## config.mk

```make
export PLATFORM = sky130hd
export DESIGN_NAME = fetch_unit_flat
export DESIGN_NICKNAME = d
export VERILOG_FILES = /design/src/rtl/riscv_pkg.sv /design/src/rtl/fetch_unit_if.sv /design/src/rtl/fetch_out_reg.sv /design/src/rtl/fetch_unit.sv /design/src/flat_wrapper.sv
export SDC_FILE = /design/constraint.sdc
export NUM_CORES = 1
export LEC_CHECK = 0
export ABC_AREA = 1
export CORE_ASPECT_RATIO = 0.75
export CORE_MARGIN = 3
export CORE_UTILIZATION = 44
export CTS_CLUSTER_SIZE = 24
export DETAILED_ROUTE_END_ITERATION = 6
export PLACE_DENSITY = 0.82
export SLEW_MARGIN = 15
export SYNTH_ARGS = -nofsm -noshare
export SYNTH_HDL_FRONTEND = slang
export SYNTH_SLANG_ARGS = --single-unit
```

## constraint.sdc

```tcl
create_clock -name clk -period 2.2 [get_ports clk]
set_clock_uncertainty 0.15 [all_clocks]
set_input_delay 0.44 -clock clk [delete_from_list [all_inputs] [get_ports clk]]
set_output_delay 0.44 -clock clk [all_outputs]
set_load 0.005 [all_outputs]
```

## src/rtl/riscv_pkg.sv

```systemverilog
// Shared fetch-side types and constants: FSM state encoding, NOP word, output payload.
package riscv_pkg;

    localparam int unsigned XLEN = 32;

    localparam logic [XLEN-1:0] NOP_INSTR = 32'h0000_0013;

    typedef enum logic [1:0] {
        BOOT = 2'd0,
        RUN  = 2'd1,
        HALT = 2'd2
    } fetch_state_t;

    typedef struct packed {
        logic [XLEN-1:0] instr;
        logic [XLEN-1:0] pc;
        logic [XLEN-1:0] pc_plus4;
    } fetch_word_t;

    localparam fetch_word_t RESET_WORD = fetch_word_t'{NOP_INSTR, 32'h0000_0000, 32'h0000_0004};

endpackage

```

## src/rtl/fetch_unit_if.sv

```systemverilog
// Fetch unit bus: imem port, redirect input, decode handshake, status.
// FETCH_MISALIGN_TRAP_EN adds the misalign status line.
interface fetch_unit_if;
    import riscv_pkg::*;

    logic [XLEN-1:0] imem_addr;
    logic [XLEN-1:0] imem_rdata;
    logic            redirect_valid;
    logic [XLEN-1:0] redirect_target;
    logic            out_valid;
    logic            out_ready;
    logic [XLEN-1:0] out_instr;
    logic [XLEN-1:0] out_pc;
    logic [XLEN-1:0] out_pc_plus4;
    logic            halted;
`ifdef FETCH_MISALIGN_TRAP_EN
    logic            misalign;
`endif

    modport master (
        output imem_addr,
        input  imem_rdata,
        input  redirect_valid,
        input  redirect_target,
        output out_valid,
        input  out_ready,
        output out_instr,
        output out_pc,
        output out_pc_plus4,
        output halted
`ifdef FETCH_MISALIGN_TRAP_EN
        , output misalign
`endif
    );

    modport slave (
        input  imem_addr,
        output imem_rdata,
        output redirect_valid,
        output redirect_target,
        input  out_valid,
        output out_ready,
        input  out_instr,
        input  out_pc,
        input  out_pc_plus4,
        input  halted
`ifdef FETCH_MISALIGN_TRAP_EN
        , input misalign
`endif
    );

endinterface

```

## src/rtl/fetch_out_reg.sv

```systemverilog
// Valid/ready output register for fetched words; flush drops the held word.
module fetch_out_reg
    import riscv_pkg::*;
(
    input  logic        clk,
    input  logic        rst_n,
    input  logic        flush,
    input  logic        load,
    input  fetch_word_t din,
    input  logic        ready,
    output logic        valid,
    output fetch_word_t dout
);

    // Flush beats load; a consumed word without a replacement clears valid.
    always_ff @(posedge clk) begin
        if (!rst_n) begin
            valid <= 1'b0;
            dout  <= RESET_WORD;
        end else if (flush) begin
            valid <= 1'b0;
        end else if (load) begin
            valid <= 1'b1;
            dout  <= din;
        end else if (ready) begin
            valid <= 1'b0;
        end
    end

endmodule

```

## src/rtl/fetch_unit.sv

```systemverilog
// Instruction fetch: BOOT/RUN/HALT FSM driving a PC into imem and a valid/ready output stage.
// FETCH_MISALIGN_TRAP_EN: misaligned redirects trap into HALT instead of being aligned.
module fetch_unit
    import riscv_pkg::*;
#(
    parameter logic [31:0] RESET_PC   = 32'h0000_0000,
    parameter int unsigned IMEM_WORDS = 64
) (
    input logic          clk,
    input logic          rst_n,
    fetch_unit_if.master bus
);

    localparam logic [1:0]      ST_BOOT  = 2'(BOOT);
    localparam logic [1:0]      ST_RUN   = 2'(RUN);
    localparam logic [1:0]      ST_HALT  = 2'(HALT);
    localparam logic [XLEN-1:0] PC_LIMIT = XLEN'(IMEM_WORDS * 4);

    logic [1:0]      state, state_next;
    logic [XLEN-1:0] pc, pc_next;
    logic            halted_q;
    logic            load, flush, free;
    logic            out_valid;
    fetch_word_t     din, dout;
`ifdef FETCH_MISALIGN_TRAP_EN
    logic            misalign_q, misalign_next;
`endif

    assign free = !out_valid || bus.out_ready;

    assign din.instr    = bus.imem_rdata;
    assign din.pc       = pc;
    assign din.pc_plus4 = pc + 32'd4;

    always_ff @(posedge clk) begin
        if (!rst_n) begin
            state    <= ST_BOOT;
            pc       <= RESET_PC;
            halted_q <= 1'b0;
`ifdef FETCH_MISALIGN_TRAP_EN
            misalign_q <= 1'b0;
`endif
        end else begin
            state    <= state_next;
            pc       <= pc_next;
            halted_q <= (state_next == ST_HALT);
`ifdef FETCH_MISALIGN_TRAP_EN
            misalign_q <= misalign_next;
`endif
        end
    end

    // Redirect overrides everything, including the BOOT cycle and HALT.
    always_comb begin
        state_next = state;
        pc_next    = pc;
        load       = 1'b0;
        flush      = 1'b0;
`ifdef FETCH_MISALIGN_TRAP_EN
        misalign_next = 1'b0;
`endif
        if (bus.redirect_valid) begin
            flush = 1'b1;
`ifdef FETCH_MISALIGN_TRAP_EN
            if (bus.redirect_target[1:0] != 2'b00) begin
                misalign_next = 1'b1;
                state_next    = ST_HALT;
            end else begin
                pc_next    = bus.redirect_target;
                state_next = ST_RUN;
            end
`else
            pc_next    = bus.redirect_target & ~32'h0000_0003;
            state_next = ST_RUN;
`endif
        end else begin
            case (state)
                ST_BOOT: state_next = ST_RUN;
                ST_RUN: begin
                    if (pc >= PC_LIMIT) begin
                        state_next = ST_HALT;
                    end else if (free) begin
                        load    = 1'b1;
                        pc_next = pc + 32'd4;
                    end
                end
                ST_HALT: state_next = ST_HALT;
                default: state_next = ST_BOOT;
            endcase
        end
    end

    fetch_out_reg u_out_reg (
        .clk   (clk),
        .rst_n (rst_n),
        .flush (flush),
        .load  (load),
        .din   (din),
        .ready (bus.out_ready),
        .valid (out_valid),
        .dout  (dout)
    );

    assign bus.imem_addr    = pc;
    assign bus.out_valid    = out_valid;
    assign bus.out_instr    = dout.instr;
    assign bus.out_pc       = dout.pc;
    assign bus.out_pc_plus4 = dout.pc_plus4;
    assign bus.halted       = halted_q;
`ifdef FETCH_MISALIGN_TRAP_EN
    assign bus.misalign     = misalign_q;
`endif

endmodule

```

## src/flat_wrapper.sv

```systemverilog
// flat-port wrapper written by rule: the top's interface ports become plain ports
module fetch_unit_flat import riscv_pkg::*;
#(
    parameter logic [31:0] RESET_PC   = 32'h0000_0000,
    parameter int unsigned IMEM_WORDS = 64
)
  (clk, rst_n, bus_imem_addr, bus_imem_rdata, bus_redirect_valid, bus_redirect_target, bus_out_valid, bus_out_ready, bus_out_instr, bus_out_pc, bus_out_pc_plus4, bus_halted);
  fetch_unit_if bus_i ();
  input logic clk;
  input logic rst_n;
  output wire logic [$bits(bus_i.imem_addr)-1:0] bus_imem_addr;
  input wire logic [$bits(bus_i.imem_rdata)-1:0] bus_imem_rdata;
  input wire logic [$bits(bus_i.redirect_valid)-1:0] bus_redirect_valid;
  input wire logic [$bits(bus_i.redirect_target)-1:0] bus_redirect_target;
  output wire logic [$bits(bus_i.out_valid)-1:0] bus_out_valid;
  input wire logic [$bits(bus_i.out_ready)-1:0] bus_out_ready;
  output wire logic [$bits(bus_i.out_instr)-1:0] bus_out_instr;
  output wire logic [$bits(bus_i.out_pc)-1:0] bus_out_pc;
  output wire logic [$bits(bus_i.out_pc_plus4)-1:0] bus_out_pc_plus4;
  output wire logic [$bits(bus_i.halted)-1:0] bus_halted;
  assign bus_imem_addr = bus_i.imem_addr;
  assign bus_i.imem_rdata = bus_imem_rdata;
  assign bus_i.redirect_valid = bus_redirect_valid;
  assign bus_i.redirect_target = bus_redirect_target;
  assign bus_out_valid = bus_i.out_valid;
  assign bus_i.out_ready = bus_out_ready;
  assign bus_out_instr = bus_i.out_instr;
  assign bus_out_pc = bus_i.out_pc;
  assign bus_out_pc_plus4 = bus_i.out_pc_plus4;
  assign bus_halted = bus_i.halted;
  fetch_unit #(.RESET_PC(RESET_PC), .IMEM_WORDS(IMEM_WORDS)) u_core (.clk(clk), .rst_n(rst_n), .bus(bus_i));
endmodule
```

==> impl_metrics.py <==
metrics = {
    "pwr": {
        "ir_worst_vdd_v": 0.000568,
        "p_leak_uw": 0.00318,
        "power_density_mw_per_mm2": 753,
        "p_total_uw": 5580,
    },
    "min_path": {
        "min_path_type": "reg -> reg",
    },
    "synth": {
        "synth-seq-cells": 126,
        "yosysUniqueCellTypes": 23,
        "synthCells": 682,
        "yosys.cell_count.top_type": "nand2_1",
        "synth.yosys.warnings": 0,
        "ys_top_cells_by_count": "nand2_1 (138), dfxtp_1 (126), nor2_1 (114)",
        "ys_seq_area_share_pct": 49.8,
        "netlist_top_cells_area": "dfxtp_1 (50%), nand2_1 (10%), nor2_1 (8.5%)",
        "synth_top_cell_area_share_pct": 49.8,
        "synth_largest_area_cell": "dfxtp_1",
        "synth_edf_count": 0,
        "synth_ff_type": "dfxtp_1",
        "ys_async_sr_fraction_pct": 0,
        "syn_area_per_cell_sq_um": 7.42,
        "synth_area_sq_mm": 0.00506,
    },
    "timing": {
        "finalHoldViolations": 0,
        "fmax_ghz": 0.501,
        "slew_violations": 0,
        "fin_crit_sh_pct": 90.8,
        "tightest_slew_ps": 657,
        "fin_setup_tns_ps": 0,
        "timing.hold.ws_ps": 287,
        "final.min_clock_period_ps": 2000,
        "relSlewSlack_pct": 56.1,
        "rsz0062_at_grt": "no",
        "finalSetupViolations": 0,
    },
    "global_routing": {
        "grt_antenna_before_repair": 0,
        "gr-total-overflow": 0,
        "grt_pass1_wl_microns": 22100,
        "track_usage_pct": 21.7,
        "grt_pass1_vias": 4428,
        "grt_max_degree": 64,
    },
    "finish": {
        "layout.nets": 897,
        "final_core_util_pct": 66.9,
        "area_growth_pct": 46.2,
        "fillers": 907,
        "num_antenna_cells": 0,
        "drive_above_1_share_pct": 6.67,
    },
    "clocking": {
        "numClockSinks": 126,
        "clockBufferDepth": 2,
        "cts_tree": "done",
        "clk_pin_slew_ps": 60,
        "cts_buffers": 17,
        "cts_max_level": 4,
        "worstSkewPairLatency_ps": 410,
        "post_cts_resized": 0,
        "root_buffer": "clkbuf_16",
        "cts_setup_buffers": 0,
        "cts-hold-fix-buffers": 0,
    },
    "die": {
        "die_area_sq_mm": 0.0128,
        "start_util_pct": 45.7,
        "coreArea_sq_mm": 0.0111,
        "dieHeight_microns": 98.9,
        "std_cell_rows": 33,
        "io_pins": 198,
        "dieWidth_microns": 130,
    },
    "critical_path": {
        "worst_path_largest_cell_delay_ps": 560,
        "worstPathCellList": "clkdlybuf4s50_1",
        "endpoint": "bus_imem_addr[2]",
        "startpoint": "u_core.bus.imem_addr[2]$_SDFFE_PN0P_",
        "rrSetupSlack_ps": 220,
        "crit_path_max_fanout": 6,
        "rr_worst_depth": 9,
        "end_kind": "output pin",
        "startpoint_type": "flip-flop",
        "worstReg2RegEnd": "u_core.u_out_reg.dout[81]$_SDFFE_PN0P_",
        "r2r-start": "u_core.bus.imem_addr[31]$_SDFFE_PN0P_",
        "cp.buffers_inverters": 1,
        "crit_type": "reg -> out",
        "crit_family": "buffers and inverters",
        "worst-path-stages": 1,
        "worstPathArrival_ps": 1410,
        "crit_required_ps": 1610,
        "slowest_stage": "clkdlybuf4s50_1",
    },
    "outcome": {
        "run_status": "finished, final reports clean",
    },
    "drt": {
        "ant_nets": 0,
        "wl_per_cell_microns": 14.0,
        "wl_microns": 13700,
        "viasPerCell": 4.81,
        "vias": 4710,
        "drt_iter0_markers": 352,
        "drt_pre_antenna_iters": 5,
        "drc": 0,
    },
    "placed_design": {
        "place.detailed.hpwl_microns": 9150,
        "io_buffers": 189,
        "gp_congestion": 0.805,
    },
    "run": {
        "cap_violations": 0,
    },
}
[sequential cells by signal, indices dropped and copies added (netlist names)]
signal and flops:
u_core.bus.imem_addr 30, u_core.u_out_reg.dout 92, u_core.bus.halted 1, u_core.u_out_reg.valid 1, u_core.state 2
[final cells by class]
cell class,instances,area (sq um),area share (%)
clock buffers,19,453,6.12
clock inverters,13,138,1.86
inverters,67,251,3.40
multi-input cells,412,1840,24.9
flip-flops and latches,126,2520,34.1
well taps,140,175,2.37
repair buffers,203,2020,27.3
[where the power goes]
part	switching [uW]	internal (uW)
clock	1040	1730
combinational	222	231
sequential	32.6	2320
total	1290	4280
[per-layer routing]
metal  part of all wire, %  track usage, %  vias to the layer above
met5                     0               0                        -
met4                   1.0            6.87                        0
met3                    11            10.8                       12
met2                    44            31.7                      169
met1                    44            28.0                     2130
li1                      -               -                     2399
[cells in the final DEF (no fill, tap or decap), drive strengths merged]
master and count:
a21oi 38, buf 15, bufinv 2, clkbuf 19
clkdlybuf4s50 188, clkinv 7, clkinvlp 3, conb 6
dfxtp 126, ha 2, inv 68, nand2 138
nand3 61, nand3b 1, nand4 42, nor2 118
nor3b 2, o21ai 2, xor2 2
[metrics by stage]
step	cells	area (sq um)	setup slack, ps
after detailed placement	948	6810	13.0
after floorplan	687	5080	570
after CTS	980	7400	181
after global routing	980	7400	5.15
after global placement	948	6810	88.0
final	980	7400	203
[logic make-up after synthesis]
family | after synthesis | synth area share [%]
AO/OA/AOI/OAI | 40 | 3.95
flip-flops | 126 | 49.8
adder cells (fa/ha/maj) | 2 | 0.494
buffers and inverters | 149 | 14.3
other | 1 | 0.0741
XOR/XNOR | 2 | 0.346
AND/OR/NAND/NOR | 362 | 31.0
[worst register-to-register path: stages (launching register included)]
cell and delay, ps:
dfxtp_1 320, nor2_1 120, nand2_1 70, nor2_2 190
nand2_1 130, nor2_4 110, nand3_2 90, inv_2 490
nor2_1 130, nor2_1 120
[worst min path at each step]
stage                                           start                                      to  slack [ps]  cells after the start
2_1_floorplan  u_core.u_out_reg.dout[26]$_SDFFE_PN0P_  u_core.u_out_reg.dout[26]$_SDFFE_PN0P_         280                      2
3_3_place_gp   u_core.u_out_reg.dout[16]$_SDFFE_PN0P_  u_core.u_out_reg.dout[16]$_SDFFE_PN0P_         270                      2
3_5_place_dp   u_core.u_out_reg.dout[18]$_SDFFE_PN0P_  u_core.u_out_reg.dout[18]$_SDFFE_PN0P_         280                      2
4_1_cts        u_core.u_out_reg.dout[14]$_SDFFE_PN0P_  u_core.u_out_reg.dout[14]$_SDFFE_PN0P_         290                      2
5_1_grt        u_core.u_out_reg.dout[14]$_SDFFE_PN0P_  u_core.u_out_reg.dout[14]$_SDFFE_PN0P_         300                      2
6_report       u_core.u_out_reg.dout[23]$_SDFFE_PN0P_  u_core.u_out_reg.dout[23]$_SDFFE_PN0P_         290                      2
No activity file was read; power rests on OpenSTA's default activity.
==> variant 1: new RTL, same settings <==
Reset style: asynchronous (`rst_n`), changed in 2 clocked blocks.
--- a/src/rtl/fetch_out_reg.sv
+++ b/src/rtl/fetch_out_reg.sv
@@ -14,5 +14,5 @@
 
     // Flush beats load; a consumed word without a replacement clears valid.
-    always_ff @(posedge clk) begin
+    always_ff @(posedge clk or negedge rst_n) begin
         if (!rst_n) begin
             valid <= 1'b0;
--- a/src/rtl/fetch_unit.sv
+++ b/src/rtl/fetch_unit.sv
@@ -33,5 +33,5 @@
     assign din.pc_plus4 = pc + 32'd4;
 
-    always_ff @(posedge clk) begin
+    always_ff @(posedge clk or negedge rst_n) begin
         if (!rst_n) begin
             state    <= ST_BOOT;
Behaviour: differs if rst_n is asserted again (counterexample within 4 cycles, from zero or initial values and one cycle with rst_n low); with rst_n held inactive, the same outputs for 4 cycles.
==> variant 1 against the unedited design <==
The run now ends with negative hold slack left. Combinational power rose by 16%. Largest power group unchanged. Largest cell class unchanged. Clock power barely moved. Design area rose by 4.9%. Highest routed layer unchanged. Power rose by 3.0%. Synthesized area rose by 6.0%. Worst hold slack got worse by 0.32 ns. Setup slack got worse by 0.076 ns. Sequential cell count did not move. Register-to-register slack improved by 0.16 ns. Routed wire length rose by 0.96%.
==> variant 1: results (changes against the unedited design) <==
[clock_tree]
numCtsBuffers = 17  ; unchanged
cts_max_level = 4  ; unchanged
ctsResizeCount = 0  ; unchanged
postCtsSetupRepairBufs = 0  ; unchanged
clockBufferDepth = 2  ; unchanged
clock_latency_ns = 0.40
clkTransAtPathRegs_ns = 0.06  ; about the same
root_buffer = clkbuf_16

[layout]
largest_reg_flops = 92  ; unchanged
fin_nets = 828  ; -7.7%
final_layout_size_suffix_gt1_frac = 0.0752  ; +0.00856
n_fill_cell = 933  ; +2.9%
largest_register = u_core.u_out_reg.dout

[global_route]
grt_usage = 0.207  ; -0.00935
grt_pass1_wl_um = 22400  ; +1.0%
grt_max_degree = 127  ; +98%
grt_pass1_vias = 4345  ; -1.9%
antenna_found_initial = 1  ; +1

[route]
vias = 4393  ; -6.7%
drt-initial-drc-count = 211  ; -40%
via_per_inst = 4.70  ; -2.1%
drt-total-wl_um = 13900  ; +0.96%
drt_pre_antenna_iters = 4  ; -1

[timing]
hold_viol_final = 14  ; +14
holdWs_ns = -0.0333  ; -0.321 ns
tightest_slew_ns = 0.672  ; +0.0148 ns

[synth]
ys_top_cells_by_count = nand2_1, dfrtp_1, nor2_1
yosysWarnings = 0  ; unchanged
synth_area_leaders = dfrtp_1, nand2_1, nand4_1
synth_cell_type_count = 21  ; -8.7%
syn_inst = 603  ; -12%
synthArstFlopShare = 1.00  ; +1.00
ys_seq_area_frac = 0.588  ; +0.0902

[worst_setup_path]
cp_slowest_cell = clkdlybuf4s50_1
critPathLaunch = u_core.bus.imem_addr[2]$_DFFE_PN0P_
crit_family = buffers and inverters
r2r_start = u_core.bus.imem_addr[21]$_DFFE_PN0P_
slowest_delay_ns = 0.58  ; +0.02 ns
crit_path_max_fanout = 7  ; +1
r2r_slack_ns = 0.38  ; +0.16 ns

[power]
ir_drop_uv = 676  ; +19%
p_leak_nw = 3.92  ; +23%

[placement]
io_buffers = 189  ; unchanged
globalplace.congestion = 0.753  ; -6.5%
hpwl_um = 9620  ; +5.2%
dp_cells = 901  ; -5.0%

[worst_hold_path]
hold_class = primary input to async pin

[run_status]
outcome = finished with violations
violations = negative hold slack

## variant 1: cell types whose count changed after synthesis, moves of 4 or more
cell / unedited run / this run
nand3_1: 60 / 33
a21oi_1: 38 / 0
dfstp_2: 0 / 4
inv_1: 63 / 58
buf_1: 12 / 2
dfxtp_1: 126 / 0
clkbuf_1: 24 / 18
nor2_1: 114 / 65
nand4_1: 42 / 46
nand2_1: 138 / 188
buf_6: 2 / 7
dfrtp_1: 0 / 122
## variant 1: cell families (layout without fill, tap and decap cells)
family,Yosys count,in the layout,synth area share
AO/OA/AOI/OAI,4,4,0.00373
XOR/XNOR,3,3,0.00490
adder cells (fa/ha/maj),2,2,0.00466
buffers and inverters,130,293,0.129
flip-flops,126,126,0.588
other,1,7,0.000699
AND/OR/NAND/NOR,337,337,0.269
## variant 1: power breakdown
| part | total (mW) | internal, mW | switching, mW |
|---|---|---|---|
| Sequential | 2.45 | 2.38 | 0.0677 |
| Combinational | 0.527 | 0.273 | 0.253 |
| Clock | 2.77 | 1.69 | 1.08 |
| Total | 5.74 | 4.34 | 1.40 |
## variant 1: per-stage QoR
| step | cell area, µm² | worst slack, ns | util |
|---|---|---|---|
| after global placement | 7180 | 0.152 | 0.611 |
| after CTS | 7760 | 0.118 | 0.661 |
| after global routing | 7760 | 0.0660 | 0.661 |
| final | 7760 | 0.127 | 0.661 |
| after detailed placement | 7180 | 0.114 | 0.611 |
| after floorplan | 5390 | 0.537 | - |
## variant 1: per-layer routing
metal	track usage	vias to the layer above	part of all wire
met3	0.0740	8	0.077
met5	0	-	0
met4	0.0506	0	0.0066
met1	0.280	2066	0.46
li1	-	2149	-
met2	0.324	170	0.46
## variant 1: final timing paths
path | end | cells past startpoint
max in group asynchronous | u_core.bus.imem_addr[20]$_DFFE_PN0P_ | 2
hold reg to reg | u_core.u_out_reg.dout[2]$_DFFE_PN1P_ | 2
setup / recovery | bus_imem_addr[2] | 1
setup reg to reg | u_core.u_out_reg.dout[56]$_DFFE_PN0P_ | 9
hold / removal | u_core.u_out_reg.dout[30]$_DFFE_PN0P_ | 2
min in group clk | u_core.u_out_reg.dout[2]$_DFFE_PN1P_ | 2
## variant 1: area by class of cell
type | instances | area share
diodes | 1 | 0.000322
repair buffers | 202 | 0.264
clock inverters | 15 | 0.0206
flip-flops and latches | 126 | 0.407
well taps | 162 | 0.0261
inverters | 59 | 0.0285
multi-input cells | 352 | 0.199
clock buffers | 17 | 0.0548
==> variant 2: new RTL, same settings <==
Without the edit above. `IMEM_WORDS` is set to 64 in 2 places; all go to 48.
--- a/src/rtl/fetch_unit.sv
+++ b/src/rtl/fetch_unit.sv
@@ -5,5 +5,5 @@
 #(
     parameter logic [31:0] RESET_PC   = 32'h0000_0000,
-    parameter int unsigned IMEM_WORDS = 64
+    parameter int unsigned IMEM_WORDS = 48
 ) (
     input logic          clk,
--- a/src/flat_wrapper.sv
+++ b/src/flat_wrapper.sv
@@ -3,5 +3,5 @@
 #(
     parameter logic [31:0] RESET_PC   = 32'h0000_0000,
-    parameter int unsigned IMEM_WORDS = 64
+    parameter int unsigned IMEM_WORDS = 48
 )
   (clk, rst_n, bus_imem_addr, bus_imem_rdata, bus_redirect_valid, bus_redirect_target, bus_out_valid, bus_out_ready, bus_out_instr, bus_out_pc, bus_out_pc_plus4, bus_halted);
Check against the original RTL: not equivalent (a bounded check fails within 4 cycles, from zero or initial values and one cycle with rst_n low).
==> variant 2 against the unedited design <==
Sequential share of layout area shrank 0.17 points. Cell count grew 1.2%. Setup slack lost 0.062 ns. Clock power grew 8.7%. Power grew 3.7%. Sequential cell count is the same. Synthesized area shrank 1.4%. Die area shrank 1.3%. Routed wire length shrank 6.9%. Maximum frequency shrank 3.0%. Design area grew 0.51%. Via count shrank 4.7%. First-iteration DRC count shrank 16%. Critical endpoint unchanged. Largest power group unchanged. Highest routed layer unchanged.
==> variant 2: results (changes against the unedited design) <==
[run_status]
outcome = finished, final reports clean

[synth]
ys_top_cells_by_count = nand2_1, dfxtp_1, nor2_1
synth_area_leaders = dfxtp_1, nand2_1, nor2_1

[placement]
dpl_cell_area_um2 = 6800  ; -0.22%
hpwl_um = 8720  ; -4.6%
place_worst_setup_slack_ns = 0.0646  ; +0.0516 ns
globalplace.congestion = 0.780  ; -3.1%

[route]
drt_pre_antenna_iters = 4  ; -1
via_per_inst = 4.53  ; -5.8%
wl_per_cell_um = 12.9  ; -8.1%
drt-initial-drc-count = 294  ; -16%

[worst_setup_path]
r2r_start = u_core.bus.imem_addr[27]$_SDFFE_PN0P_
r2r_slack_ns = 0.31  ; +0.09 ns
r2r-end = u_core.u_out_reg.dout[34]$_SDFFE_PN0P_
arrival_ns = 1.47  ; +0.06 ns

[timing]
fin_ws_ns = 0.142  ; -0.0615 ns

[global_route]
grt_usage = 0.206  ; -0.0104
grt_max_degree = 77  ; +20%
grt_pass1_wl_um = 21000  ; -5.1%

[layout]
n_fill_cell = 895  ; -1.3%
final_layout_size_suffix_gt1_frac = 0.0622  ; -0.00446

[worst_hold_path]
hold_start = u_core.u_out_reg.dout[12]$_SDFFE_PN0P_
holdPathEnd = u_core.u_out_reg.dout[12]$_SDFFE_PN0P_

[power]
ir_drop_uv = 625  ; +10%
p_leak_nw = 3.37  ; +6.1%

[clock_tree]
cts_max_level = 4  ; unchanged

-- variant 2: cell types whose count changed after synthesis, moves of 3 or more --
cell / change
clkbuf_1: -4
inv_1: +14
o21ai_0: +3
xnor2_1: +3
buf_1: -8
nand2_1: +31
nand4_1: -37
buf_2: +3
nand3_1: +3
-- variant 2: metrics by stage --
stage               hold WS, ns   util  cells
global route              0.302  0.677    992
floorplan                 0.284      -    689
CTS                       0.284  0.677    992
finish                    0.286  0.677    992
global placement          0.275  0.619    960
detailed placement        0.278  0.619    960
-- variant 2: final cells by class --
class	count	area [µm²]	share of cell area
multi-input combinational	410	1740	0.234
clock inverter	14	204	0.0274
tap	140	175	0.0235
sequential	126	2520	0.339
timing repair buffer	205	2060	0.277
inverter	79	297	0.0399
clock buffer	18	439	0.0590
-- variant 2: cell families after synthesis --
| family | count (synthesis) | synth area share |
|---|---|---|
| other | 1 | 0.000751 |
| adders and majority gates | 2 | 0.00501 |
| AOI/OAI and AO/OA | 42 | 0.0421 |
| DFF | 126 | 0.505 |
| xor gates and xnor gates | 3 | 0.00526 |
| buffers and inverters | 153 | 0.151 |
| and+or+nand+nor | 357 | 0.291 |
-- variant 2: tightest hold or removal path: cells and delay by family, from the launching register on --
| family | cells | cell delay, ns |
|---|---|---|
| AND/OR/NAND/NOR | 2 | 0.09 |
| flip-flops | 1 | 0.31 |
-- variant 2: routing by layer --
metal  track usage  part of all wire
met4        0.0589             0.014
met2         0.306              0.43
met1         0.271              0.46
met5             0                 0
met3        0.0946             0.094
-- variant 2: power breakdown --
| group | total, mW | switching, mW | leakage, nW | internal, mW |
|---|---|---|---|---|
| clock network | 3.01 | 1.06 | 0.310 | 1.95 |
| logic | 0.409 | 0.181 | 2.04 | 0.228 |
| registers | 2.36 | 0.0345 | 1.02 | 2.32 |
